`config.mk`:
```
export PLATFORM = sky130hd
export DESIGN_NAME = uart_rx_fifo
export DESIGN_NICKNAME = d
export VERILOG_FILES = /design/src/rtl/uart_rx_fifo.sv
export SDC_FILE = /design/constraint.sdc
export NUM_CORES = 1
export LEC_CHECK = 0
export ABC_AREA = 1
export BUFFER_PORTS_ARGS = -buffer_cell sky130_fd_sc_hd__buf_2
export CAP_MARGIN = 30
export CORE_MARGIN = 2
export CORE_UTILIZATION = 60
export DETAILED_ROUTE_END_ITERATION = 6
export GPL_TIMING_DRIVEN = 1
export PLACE_DENSITY = 0.79
export SYNTH_ARGS = -nofsm -noshare
export SYNTH_HDL_FRONTEND = slang
export SYNTH_SLANG_ARGS = --single-unit
```
`constraint.sdc`:
```
create_clock -name clk_i -period 2.95 [get_ports clk_i]
set_input_delay 0.59 -clock clk_i [delete_from_list [all_inputs] [get_ports clk_i]]
set_output_delay 0.59 -clock clk_i [all_outputs]
set_load 0.1 [all_outputs]
```
`src/rtl/uart_rx_fifo.sv`:
```
// UART 8N1 receiver. The serial line is synchronised, each bit is sampled at its
// middle, and complete bytes go into a small first-word-fall-through FIFO with a valid/ready output.
module uart_rx_fifo #(
  parameter int BAUD_DIV    = 434,
  parameter int FIFO_DEPTH  = 4,
  parameter int SYNC_STAGES = 2
) (
  input  logic                              clk_i,
  input  logic                              rst_i,
  input  logic                              rx_i,
  output logic [7:0]                        rx_data_o,
  output logic                              rx_valid_o,
  input  logic                              rx_ready_i,
  output logic                              frame_err_o,
  output logic                              overrun_o,
  output logic                              busy_o,
  output logic [$clog2(FIFO_DEPTH+1)-1:0]   fifo_count_o
);

  localparam int CW = $clog2(FIFO_DEPTH + 1);
  localparam int PW = $clog2(FIFO_DEPTH);
  localparam int DW = $clog2(BAUD_DIV);
  localparam logic [DW-1:0] CNT_HALF = DW'(BAUD_DIV / 2 - 1);
  localparam logic [DW-1:0] CNT_LAST = DW'(BAUD_DIV - 1);
  localparam logic [CW-1:0] CNT_FULL = CW'(FIFO_DEPTH);

  typedef enum logic [2:0] {
    ST_IDLE,
    ST_START,
    ST_DATA,
    ST_STOP,
    ST_BREAK
  } state_e;

  logic [SYNC_STAGES-1:0] sync_q;
  logic                   rxs;

  state_e            state_q, state_d;
  logic [DW-1:0]     cnt_q, cnt_d;
  logic [2:0]        idx_q, idx_d;
  logic [7:0]        shift_q, shift_d;
  logic              push, ferr;

  logic [7:0]        mem_q [FIFO_DEPTH];
  logic [PW-1:0]     wr_ptr_q, rd_ptr_q;
  logic [CW-1:0]     count_q, count_d;
  logic              frame_err_q, overrun_q;
  logic              pop, full, wr_en, ovr;

  // Idle-high line: the synchroniser resets to 1 so reset never looks like a start bit.
  always_ff @(posedge clk_i or posedge rst_i) begin
    if (rst_i) begin
      sync_q <= '1;
    end else begin
      sync_q <= {sync_q[SYNC_STAGES-2:0], rx_i};
    end
  end

  assign rxs = sync_q[SYNC_STAGES-1];

  always_ff @(posedge clk_i or posedge rst_i) begin
    if (rst_i) begin
      state_q <= ST_IDLE;
      cnt_q   <= '0;
      idx_q   <= '0;
      shift_q <= '0;
    end else begin
      state_q <= state_d;
      cnt_q   <= cnt_d;
      idx_q   <= idx_d;
      shift_q <= shift_d;
    end
  end

  always_comb begin
    state_d = state_q;
    cnt_d   = cnt_q;
    idx_d   = idx_q;
    shift_d = shift_q;
    push    = 1'b0;
    ferr    = 1'b0;
    unique case (state_q)
      ST_IDLE: begin
        if (!rxs) begin
          state_d = ST_START;
          cnt_d   = '0;
        end
      end
      ST_START: begin
        if (cnt_q == CNT_HALF) begin
          cnt_d = '0;
          idx_d = '0;
          state_d = rxs ? ST_IDLE : ST_DATA;
        end else begin
          cnt_d = cnt_q + DW'(1);
        end
      end
      ST_DATA: begin
        if (cnt_q == CNT_LAST) begin
          cnt_d   = '0;
          shift_d = {rxs, shift_q[7:1]};
          if (idx_q == 3'd7) begin
            state_d = ST_STOP;
          end else begin
            idx_d = idx_q + 3'd1;
          end
        end else begin
          cnt_d = cnt_q + DW'(1);
        end
      end
      ST_STOP: begin
        if (cnt_q == CNT_LAST) begin
          cnt_d = '0;
          if (rxs) begin
            push    = 1'b1;
            state_d = ST_IDLE;
          end else begin
            ferr    = 1'b1;
            state_d = ST_BREAK;
          end
        end else begin
          cnt_d = cnt_q + DW'(1);
        end
      end
      ST_BREAK: begin
        if (rxs) begin
          state_d = ST_IDLE;
        end
      end
      default: state_d = ST_IDLE;
    endcase
  end

  // A pop in the same cycle frees the slot the incoming byte needs, even when full.
  assign pop   = rx_valid_o && rx_ready_i;
  assign full  = (count_q == CNT_FULL);
  assign wr_en = push && (!full || pop);
  assign ovr   = push && full && !pop;

  always_comb begin
    count_d = count_q;
    unique case ({wr_en, pop})
      2'b10:   count_d = count_q + CW'(1);
      2'b01:   count_d = count_q - CW'(1);
      default: count_d = count_q;
    endcase
  end

  always_ff @(posedge clk_i or posedge rst_i) begin
    if (rst_i) begin
      for (int i = 0; i < FIFO_DEPTH; i++) begin
        mem_q[i] <= '0;
      end
      wr_ptr_q    <= '0;
      rd_ptr_q    <= '0;
      count_q     <= '0;
      frame_err_q <= 1'b0;
      overrun_q   <= 1'b0;
    end else begin
      if (wr_en) begin
        mem_q[wr_ptr_q] <= shift_q;
        wr_ptr_q        <= wr_ptr_q + PW'(1);
      end
      if (pop) begin
        rd_ptr_q <= rd_ptr_q + PW'(1);
      end
      count_q     <= count_d;
      frame_err_q <= ferr;
      overrun_q   <= ovr;
    end
  end

  assign rx_data_o    = mem_q[rd_ptr_q];
  assign rx_valid_o   = (count_q != '0);
  assign frame_err_o  = frame_err_q;
  assign overrun_o    = overrun_q;
  assign busy_o       = (state_q != ST_IDLE);
  assign fifo_count_o = count_q;

endmodule

```
=== Yosys cells after proc, flatten, opt, wreduce, memory -nomap -nowiden ===
Cells that the tools add are included.

* Register bits: 66
* Bits in latches: 0
* RAM bits: 0
* Bits in read-only memories: 0
* Word-level logic and storage cells: 91
* Memories: 0

* Add/sub/neg operators: 6
* Multipliers: 0
* Divide/modulo/power cells: 0
* $lt $le $gt $ge: 3
* Equal/unequal tests: 17
* Shift-type cells: 0
* Multiplexer cells: 30
* Bitwise gates (word level): 2
* Reductions and logical operators: 19

{| class="wikitable"
|+ Operators with widths
! operator !! count
|-
| 32-bit bitwise mux || 1
|-
| 3-bit two-way mux || 10
|-
| 9-bit two-way mux || 3
|-
| 9-bit case mux with 3 select lines || 1
|-
| 8-bit two-way mux || 3
|-
| 8-bit binary-select mux with 2-bit select || 1
|-
| 8-bit demux with 2-bit select || 1
|-
| 3-bit case mux with 5 select lines || 1
|-
| 2-bit != test (second input constant) || 7
|-
| 3-bit case mux with 2 select lines || 2
|-
| 9-bit by 1-bit adder with 9-bit output (second input constant) || 1
|-
| 3-bit equality test (second input constant) || 3
|-
| 9-bit by 8-bit equality test with 1-bit output (second input constant) || 1
|-
| 9-bit equality test (second input constant) || 1
|-
| 3-bit nonzero test || 3
|-
| 3-bit by 1-bit adder with 3-bit output (second input constant) || 2
|-
| 3-bit by 2-bit equality test with 1-bit output (second input constant) || 2
|-
| 3-bit >= comparator (second input constant) || 2
|-
| 1-bit two-way mux || 6
|-
| 2-bit inverter with 3-bit output || 2
|-
| 6-bit AND reduction || 1
|-
| 1-bit logical AND || 5
|-
| 2-bit by 1-bit adder with 2-bit output (second input constant) || 2
|-
| 2-bit AND reduction || 2
|-
| other kinds (12) || 14
|}

=== Depth between registers and ports, before layout ===
Gate-level depths: netlist of run 1.

* Word-level depth: 6
* Mapped depth: 14
* Depth with buffers taken out: 13

=== Worst setup path after synthesis of run 1 ===
No wires, ideal clock.

* Path kind: reg2out
* Start point: register rd_ptr_q[0]
* End point: output rx_data_o[5]
* Data arrival time: 2.487 ns
* Setup slack: -0.127 ns
* Cell stages (with the launch flop): 6
* Path buffers: 2
* Cell sequence: dfrtp_1 > clkbuf_1 > inv_1 > clkbuf_1 > o21ai_0 > o22ai_1

* Word-level cells in the longest chain between the ends: 4

{| class="wikitable"
|+ RTL lines
! item !! RTL line !! source
|-
| start, declared || 45 || <nowiki>logic [PW-1:0] wr_ptr_q, rd_ptr_q;</nowiki>
|-
| start signal, assigned || 165 || <nowiki>rd_ptr_q <= rd_ptr_q + PW'(1);</nowiki>
|-
| 2-bit inverter with 3-bit output (implied by the code) || 173 || <nowiki>assign rx_data_o = mem_q[rd_ptr_q];</nowiki>
|-
| 8-bit binary-select mux with 2-bit select || 173 ||
|-
| 8-bit two-way mux (implied by the code) (2 in series) || 173 ||
|-
| end, declared || 11 || <nowiki>output logic [7:0] rx_data_o,</nowiki>
|}

No other way between the ends. The select of a mux whose other input is x is not followed.

=== Worst setup path after layout of run 1 ===
* Start point: register rd_ptr_q[0]
* End point: output rx_data_o[0]

Same word-level chain as after synthesis.

==> results by group, run 1 <==
Clock tree
  – Setup Buffers After CTS: 0
  – Worst-Skew Late Latency: 0.34 ns
  – CTS tree: yes
  – CTS sink count: 66
  – CTS root buf: clkbuf_8
  – Post-CTS Hold Buffers: 0
  – Reg clk slew, reported paths: 0.07 ns
  – H-tree depth: 3
  – Total CTS buffers: 9
  – Clock Path Buffers: 2
  – Post-CTS sizing: 0

Timing
  – Fin crit period: 2.65 ns
  – Final period util: 90.0%
  – Final hold vios: 0
  – Worst-Margin Slew: 0.569 ns
  – Final Slew Violations: 0
  – Setup Skew: 0.00673 ns
  – Setup tns final: 0 ns
  – RSZ-0062 raised after global routing: no
  – Max Clock Freq: 0.377 GHz
  – Max_slew headroom: 62.1%
  – Number of setup violations in the final report: 0

Pwr
  – Leakage: 2.01 nW
  – Int Pwr: 0.00167 W
  – Clock Power Share: 25.6%
  – Pwr Density: 825 mW/mm2
  – Gate power share: 42.1%
  – Sequential power share: 32.2%
  – Peak supply drop: 803 uV
  – Net switching power: 0.00148 W
  – Switching Share: 47.0%

Placement
  – Number of port buffers: 18
  – DP HPWL: 5050 um
  – Dpl cell area: 0.00359 mm2
  – Routability cong.: 0.918

Logic synthesis
  – Syn Inst Count: 423
  – Largest family of logic cells by synthesized area: simple AND/OR/NAND/NOR gates
  – Post-synthesis compound-gate area fraction: 5.48%
  – Syn nets: 438
  – Seq/Total Area, Yosys: 47.6%
  – Synth warn: 0
  – Post-synth top area cell: dfrtp_1
  – Post-synthesis cell area: 0.00347 mm2
  – Yosys cell types: 29
  – Syn_area_per_cell: 8.21 um2
  – Post-synthesis xor/xnor area fraction: 1.51%
  – Largest cells by area after synthesis: dfrtp_1 (46%), nand2_1 (14%), nand4_1 (7.0%)
  – Simple-gate portion of the synthesized area: 33.9%
  – Post-synth top area share: 46.1%
  – #FFs+latches synth: 66
  – Multiplexer share of the synthesized area: 0%
  – Adder-Cell Fraction of Synth Area: 4.18%

Critical path
  – CP Class: flip-flop to output pin
  – CP required: 2.36 ns
  – Crit start category: flip-flop
  – Reg2reg start: cnt_q[1]$_DFFE_PP0P_
  – CP max FO: 19
  – R2r endpoint: mem_q[18]$_DFFE_PP0P_
  – R2R Setup Slk: 0.74 ns
  – Crit path DAT: 2.06 ns
  – Reg2Reg Depth: 10
  – Crit path capture type: output pin

Route
  – Via Count: 2892
  – DR iter-0 viols: 187
  – Wire length per cell: 13.8 um
  – ANT nets after route: 0
  – Routed wire length: 7140 um
  – DRC Markers: 0
  – Vias per cell: 5.60
  – Total iterations of the first detailed-routing run: 4

Cells and area
  – Filler Cells Inserted: 458
  – # nets final: 454
  – Commonest non-fill, non-tap cells in the layout: nand2_1 (134), dfrtp_1 (64), nand4_1 (39)
  – Area growth from synthesis to layout: 9.77%
  – Fin area: 0.00381 mm2
  – N_diodes: 0
  – Leading cell type in the layout, fill and taps excluded: nand2_1
  – Share of cells above drive strength 1: 14.2%

Floorplanning
  – Initial core utilization: 62.7%
  – Die Ht: 80.1 um
  – IO Pins: 19
  – Die ar.: 0.00641 mm2
  – Core ar.: 0.00554 mm2
  – Die Wd: 80.1 um
  – Row count: 27

GRT
  – Initial antenna violation count: 0
  – Largest net degree at the start of global routing: 40
  – First-pass GRT wire length: 12700 um
  – Vias in the first global route: 2772
  – GR Overflow Total: 0
  – GRT Util Overall: 25.5%

Run status
  – Status: completed

Job
  – Max-cap violations: 0

Hold path
  – Worst hold-check path type: input port to async pin
==> power by group through the flow <==
stage / clock, W / sequential (W) / combinational, W
after floorplan: 0 / 0.00114 / 0.00103
after global placement: 0 / 0.00103 / 0.00130
after detailed placement: 0 / 0.00103 / 0.00133
after CTS: 0.000824 / 0.00101 / 0.00133
after global routing: 0.000870 / 0.00102 / 0.00139
final: 0.000806 / 0.00101 / 0.00132
==> logic make-up after synthesis <==
group,after synthesis
flops,66
buf+inv,48
xor+xnor,6
fa+ha+maj,11
compound gates,36
simple gates,256
==> cell usage after synthesis, drive strengths merged <==
| cell type | count |
|---|---|
| nand3b | 1 |
| clkbuf | 6 |
| inv | 30 |
| nor3 | 3 |
| o21ai | 25 |
| dfrtp | 64 |
| buf | 11 |
| xnor2 | 1 |
| a21oi | 3 |
| nand3 | 33 |
| clkinv | 1 |
| nor3b | 1 |
| xor2 | 5 |
| o22ai | 8 |
| nor2 | 40 |
| dfstp | 2 |
| fa | 1 |
| ha | 10 |
| nand2 | 139 |
| nand4 | 39 |
==> registers in the layout (all words and copies together) (netlist names), 2 cells and up <==
signal	count
state_q	3
idx_q	3
mem_q	32
fifo_count_o	3
cnt_q	9
wr_ptr_q	2
sync_q	2
rd_ptr_q	2
shift_q	8
==> layer usage <==
layer | global-route usage [%] | up-vias | part of all wire (%)
met3 | 5.62 | 17 | 4.8
met5 | 0 | - | 0
met1 | 32.5 | 1378 | 44
li1 | - | 1428 | -
met4 | 8.98 | 0 | 2.1
met2 | 42.8 | 69 | 50
==> worst max-delay path by stage <==
stage | start | end | slack (ns) | depth (start not counted)
after floorplan | fifo_count_o[0]$_DFFE_PP0P_ | fifo_count_o[2]$_DFFE_PP0P_ | 0.35 | 10
after global placement | rd_ptr_q[0]$_DFFE_PP0P_ | rx_data_o[2] | 0.73 | 4
after detailed placement | rd_ptr_q[0]$_DFFE_PP0P_ | rx_data_o[5] | 0.64 | 4
after CTS | rd_ptr_q[0]$_DFFE_PP0P_ | rx_data_o[5] | 0.27 | 4
after global routing | rd_ptr_q[0]$_DFFE_PP0P_ | rx_data_o[2] | 0.15 | 4
final | rd_ptr_q[0]$_DFFE_PP0P_ | rx_data_o[0] | 0.30 | 4
==> worst max-delay path, stage by stage (launching register included) <==
cell and delay, ns:
dfrtp_1 0.56, inv_1 0.42, o21ai_0 0.19, o22ai_2 0.11
buf_2 0.44
==> cell type report <==
class                      instances  area [um2]  share of cell area [%]
multi-input combinational        309        1610                    42.4
clock inverter                     1        30.0                   0.788
inverter                          31         116                    3.05
clock buffer                      15         186                    4.89
sequential                        66        1650                    43.4
tap                               72        90.1                    2.36
timing repair buffer              22         120                    3.15
==> through the flow <==
step                      hold WS, ns  power, W  util (%)  setup WS (ns)  std cells
after floorplan                 0.345   0.00217         -          0.350        423
after global placement          0.348   0.00233      64.9          0.735        500
after detailed placement        0.348   0.00235      64.9          0.641        500
after CTS                       0.235   0.00317      68.8          0.267        516
after global routing            0.274   0.00329      68.8          0.146        516
final                           0.244   0.00314      68.8          0.296        516
(Power assumes the default switching activity.)
==> inputs of run 2 (changes only) <==
==> constraint.sdc (replaced) <==
create_clock -name clk_i -period 2.95 [get_ports clk_i]
set_input_delay 0.59 -clock clk_i [delete_from_list [all_inputs] [get_ports clk_i]]
set_output_delay 0.59 -clock clk_i [all_outputs]
set_load 0.01 [all_outputs]
==> run 2 against run 1 <==
  * Sequential cell count stayed put
  * Global-route usage up 0.69 points
  * Register-to-register slack better by 0.04 ns
  * Critical endpoint is now mem_q[18]$_DFFE_PP0P_
  * Worst hold slack better by 0.013 ns
  * Sequential share of layout area up 0.46 points
  * Via count up 0.80%
  * Routed wire length grew 3.5%
  * Clock power grew 3.6%
  * Die area stayed put
  * Power is 23% lower
==> results by group, run 2 (synthesis results as in run 1) <==
Run status
  – Status: completed (unchanged)

Clock tree
  – Worst-Skew Late Latency: 0.34 ns (about the same)
  – H-tree depth: 3 (unchanged)
  – CTS root buf: clkbuf_8 (unchanged)
  – CTS sink count: 66 (unchanged)
  – Reg clk slew, reported paths: 0.07 ns (about the same)
  – Setup Buffers After CTS: 0 (unchanged)
  – Post-CTS sizing: 0 (unchanged)
  – CTS tree: yes (unchanged)
  – Total CTS buffers: 9 (unchanged)
  – Clock Path Buffers: 2 (unchanged)
  – Post-CTS Hold Buffers: 0 (unchanged)

Pwr
  – Pwr Density: 639 mW/mm2 (was 825 mW/mm2)
  – Peak supply drop: 357 uV (was 803 uV)
  – Leakage: 1.99 nW (was 2.01 nW)

Floorplanning
  – Die Wd: 80.1 um (unchanged)
  – Die ar.: 0.00641 mm2 (unchanged)
  – Die Ht: 80.1 um (unchanged)
  – Row count: 27 (unchanged)
  – Core ar.: 0.00554 mm2 (unchanged)
  – IO Pins: 19 (unchanged)
  – Initial core utilization: 62.7% (unchanged)

Cells and area
  – Commonest non-fill, non-tap cells in the layout: nand2_1 (134), dfrtp_1 (64), nand4_1 (39) (unchanged)
  – Largest register FFs: 32 (unchanged)
  – Filler Cells Inserted: 444 (was 458)
  – Leading cell type in the layout, fill and taps excluded: nand2_1 (unchanged)
  – Util after Layout: 68.1% (was 68.8%)
  – Fin area: 0.00377 mm2 (was 0.00381 mm2)
  – Area growth from synthesis to layout: 8.61% (was 9.77%)
  – # nets final: 455 (was 454)
  – Largest regs: mem_q x32, cnt_q x9, shift_q x8 (unchanged)
  – Share of cells above drive strength 1: 12.8% (was 14.2%)
  – Most flop-heavy register: mem_q (unchanged)
  – N_diodes: 0 (unchanged)

Route
  – Wire length per cell: 14.3 um (was 13.8 um)
  – DR iter-0 viols: 278 (was 187)
  – DRC Markers: 0 (unchanged)
  – Total iterations of the first detailed-routing run: 5 (was 4)
  – Routed wire length: 7390 um (was 7140 um)
  – Via Count: 2915 (was 2892)
  – Vias per cell: 5.64 (was 5.60)
  – ANT nets after route: 0 (unchanged)

Timing
  – Setup tns final: 0 ns (unchanged)
  – Worst-Margin Slew: 0.593 ns (was 0.569 ns)
  – Max_slew headroom: 60.5% (was 62.1%)
  – Final Slew Violations: 0 (unchanged)
  – RSZ-0062 raised after global routing: no (unchanged)
  – Final hold vios: 0 (unchanged)
  – Fin crit period: 2.17 ns (was 2.65 ns)
  – Number of setup violations in the final report: 0 (unchanged)
  – Setup Skew: 0.00671 ns (was 0.00673 ns)
  – Max Clock Freq: 0.461 GHz (was 0.377 GHz)
  – Worst hold slack: 0.257 ns (was 0.244 ns)
  – Final period util: 73.5% (was 90.0%)

Critical path
  – Crit path capture type: flip-flop (was output pin)
  – CP max FO: 38 (was 19)
  – CP required: 3.18 ns (was 2.36 ns)
  – Crit path DAT: 2.40 ns (was 2.06 ns)
  – CP Class: flip-flop to flip-flop (was flip-flop to output pin)
  – Reg2Reg Depth: 10 (unchanged)
  – Crit start category: flip-flop (unchanged)

GRT
  – First-pass GRT wire length: 12900 um (was 12700 um)
  – Vias in the first global route: 2787 (was 2772)
  – Initial antenna violation count: 0 (unchanged)
  – Largest net degree at the start of global routing: 40 (unchanged)
  – GRT Util Overall: 26.2% (was 25.5%)
  – GR Overflow Total: 0 (unchanged)

Job
  – Max-cap violations: 0 (unchanged)

Placement
  – DP HPWL: 5150 um (was 5050 um)
  – Routability cong.: 0.891 (was 0.918)
  – Dpl cell area: 0.00355 mm2 (was 0.00359 mm2)
  – Number of port buffers: 18 (unchanged)

Hold path
  – Worst hold-check path type: input port to async pin (unchanged)
-- run 2: cell types whose count changed in the layout (fill, tap and decap cells not counted), sizes merged --
| cell | change |
|---|---|
| buf | +1 |
| clkinvlp | +1 |
| clkinv | +2 |
| bufinv | +1 |
| clkbuf | -4 |
-- run 2: final timing paths --
kind,start,end,slack (ns)
max,cnt_q[1]$_DFFE_PP0P_,mem_q[18]$_DFFE_PP0P_,0.78
max in group asynchronous,rst_i,mem_q[22]$_DFFE_PP0P_,1.99
min in group clk_i,rx_i,sync_q[0]$_DFF_PP1_,0.35
min reg2reg,sync_q[0]$_DFF_PP1_,sync_q[1]$_DFF_PP1_,0.36
max reg2reg,cnt_q[1]$_DFFE_PP0P_,mem_q[18]$_DFFE_PP0P_,0.78
min,rst_i,shift_q[7]$_DFFE_PP0P_,0.26
-- run 2: final cells by class --
type | instances | area (um2) | share of cell area [%]
Clock buffer | 11 | 141 | 3.75
Timing Repair Buffer | 23 | 128 | 3.38
Sequential cell | 66 | 1650 | 43.9
Clock inverter | 5 | 77.6 | 2.06
Tap cell | 72 | 90.1 | 2.39
Multi-Input combinational cell | 309 | 1560 | 41.5
Inverter | 31 | 116 | 3.09
-- run 2: power by group --
group | total [W] | leakage, nW | switching (W) | internal (W)
clock | 0.000835 | 0.109 | 0.000339 | 0.000496
combinational | 0.000587 | 0.999 | 0.000373 | 0.000213
sequential | 0.000988 | 0.884 | 0.0000440 | 0.000944
total | 0.00241 | 1.99 | 0.000756 | 0.00165
-- run 2: stage by stage --
stage	cells	setup slack (ns)	total power, W
after detailed placement	501	0.816	0.00159
after floorplan	423	0.709	0.00139
after global routing	517	0.605	0.00254
after CTS	517	0.803	0.00241
final	517	0.783	0.00241
after global placement	501	0.862	0.00158
-- run 2: per-layer routing --
layer / wire (um) / share of wire (%) / global-route usage, %
met3: 314 / 4.3 / 4.61
met5: 0 / 0 / 0
met4: 124 / 1.7 / 11.5
met1: 3310 / 45 / 34.0
met2: 3630 / 49 / 43.1
-- run 2: worst max-delay path, stage by stage (launching register included) --
cell and delay (ns):
dfrtp_1 0.39, inv_1 0.11, ha_1 0.17, nand2_1 0.06
nor2_2 0.15, nand2_4 0.09, nor2_4 0.11, buf_4 0.36
nand3_1 0.37, nand2_1 0.17, nand2_1 0.07
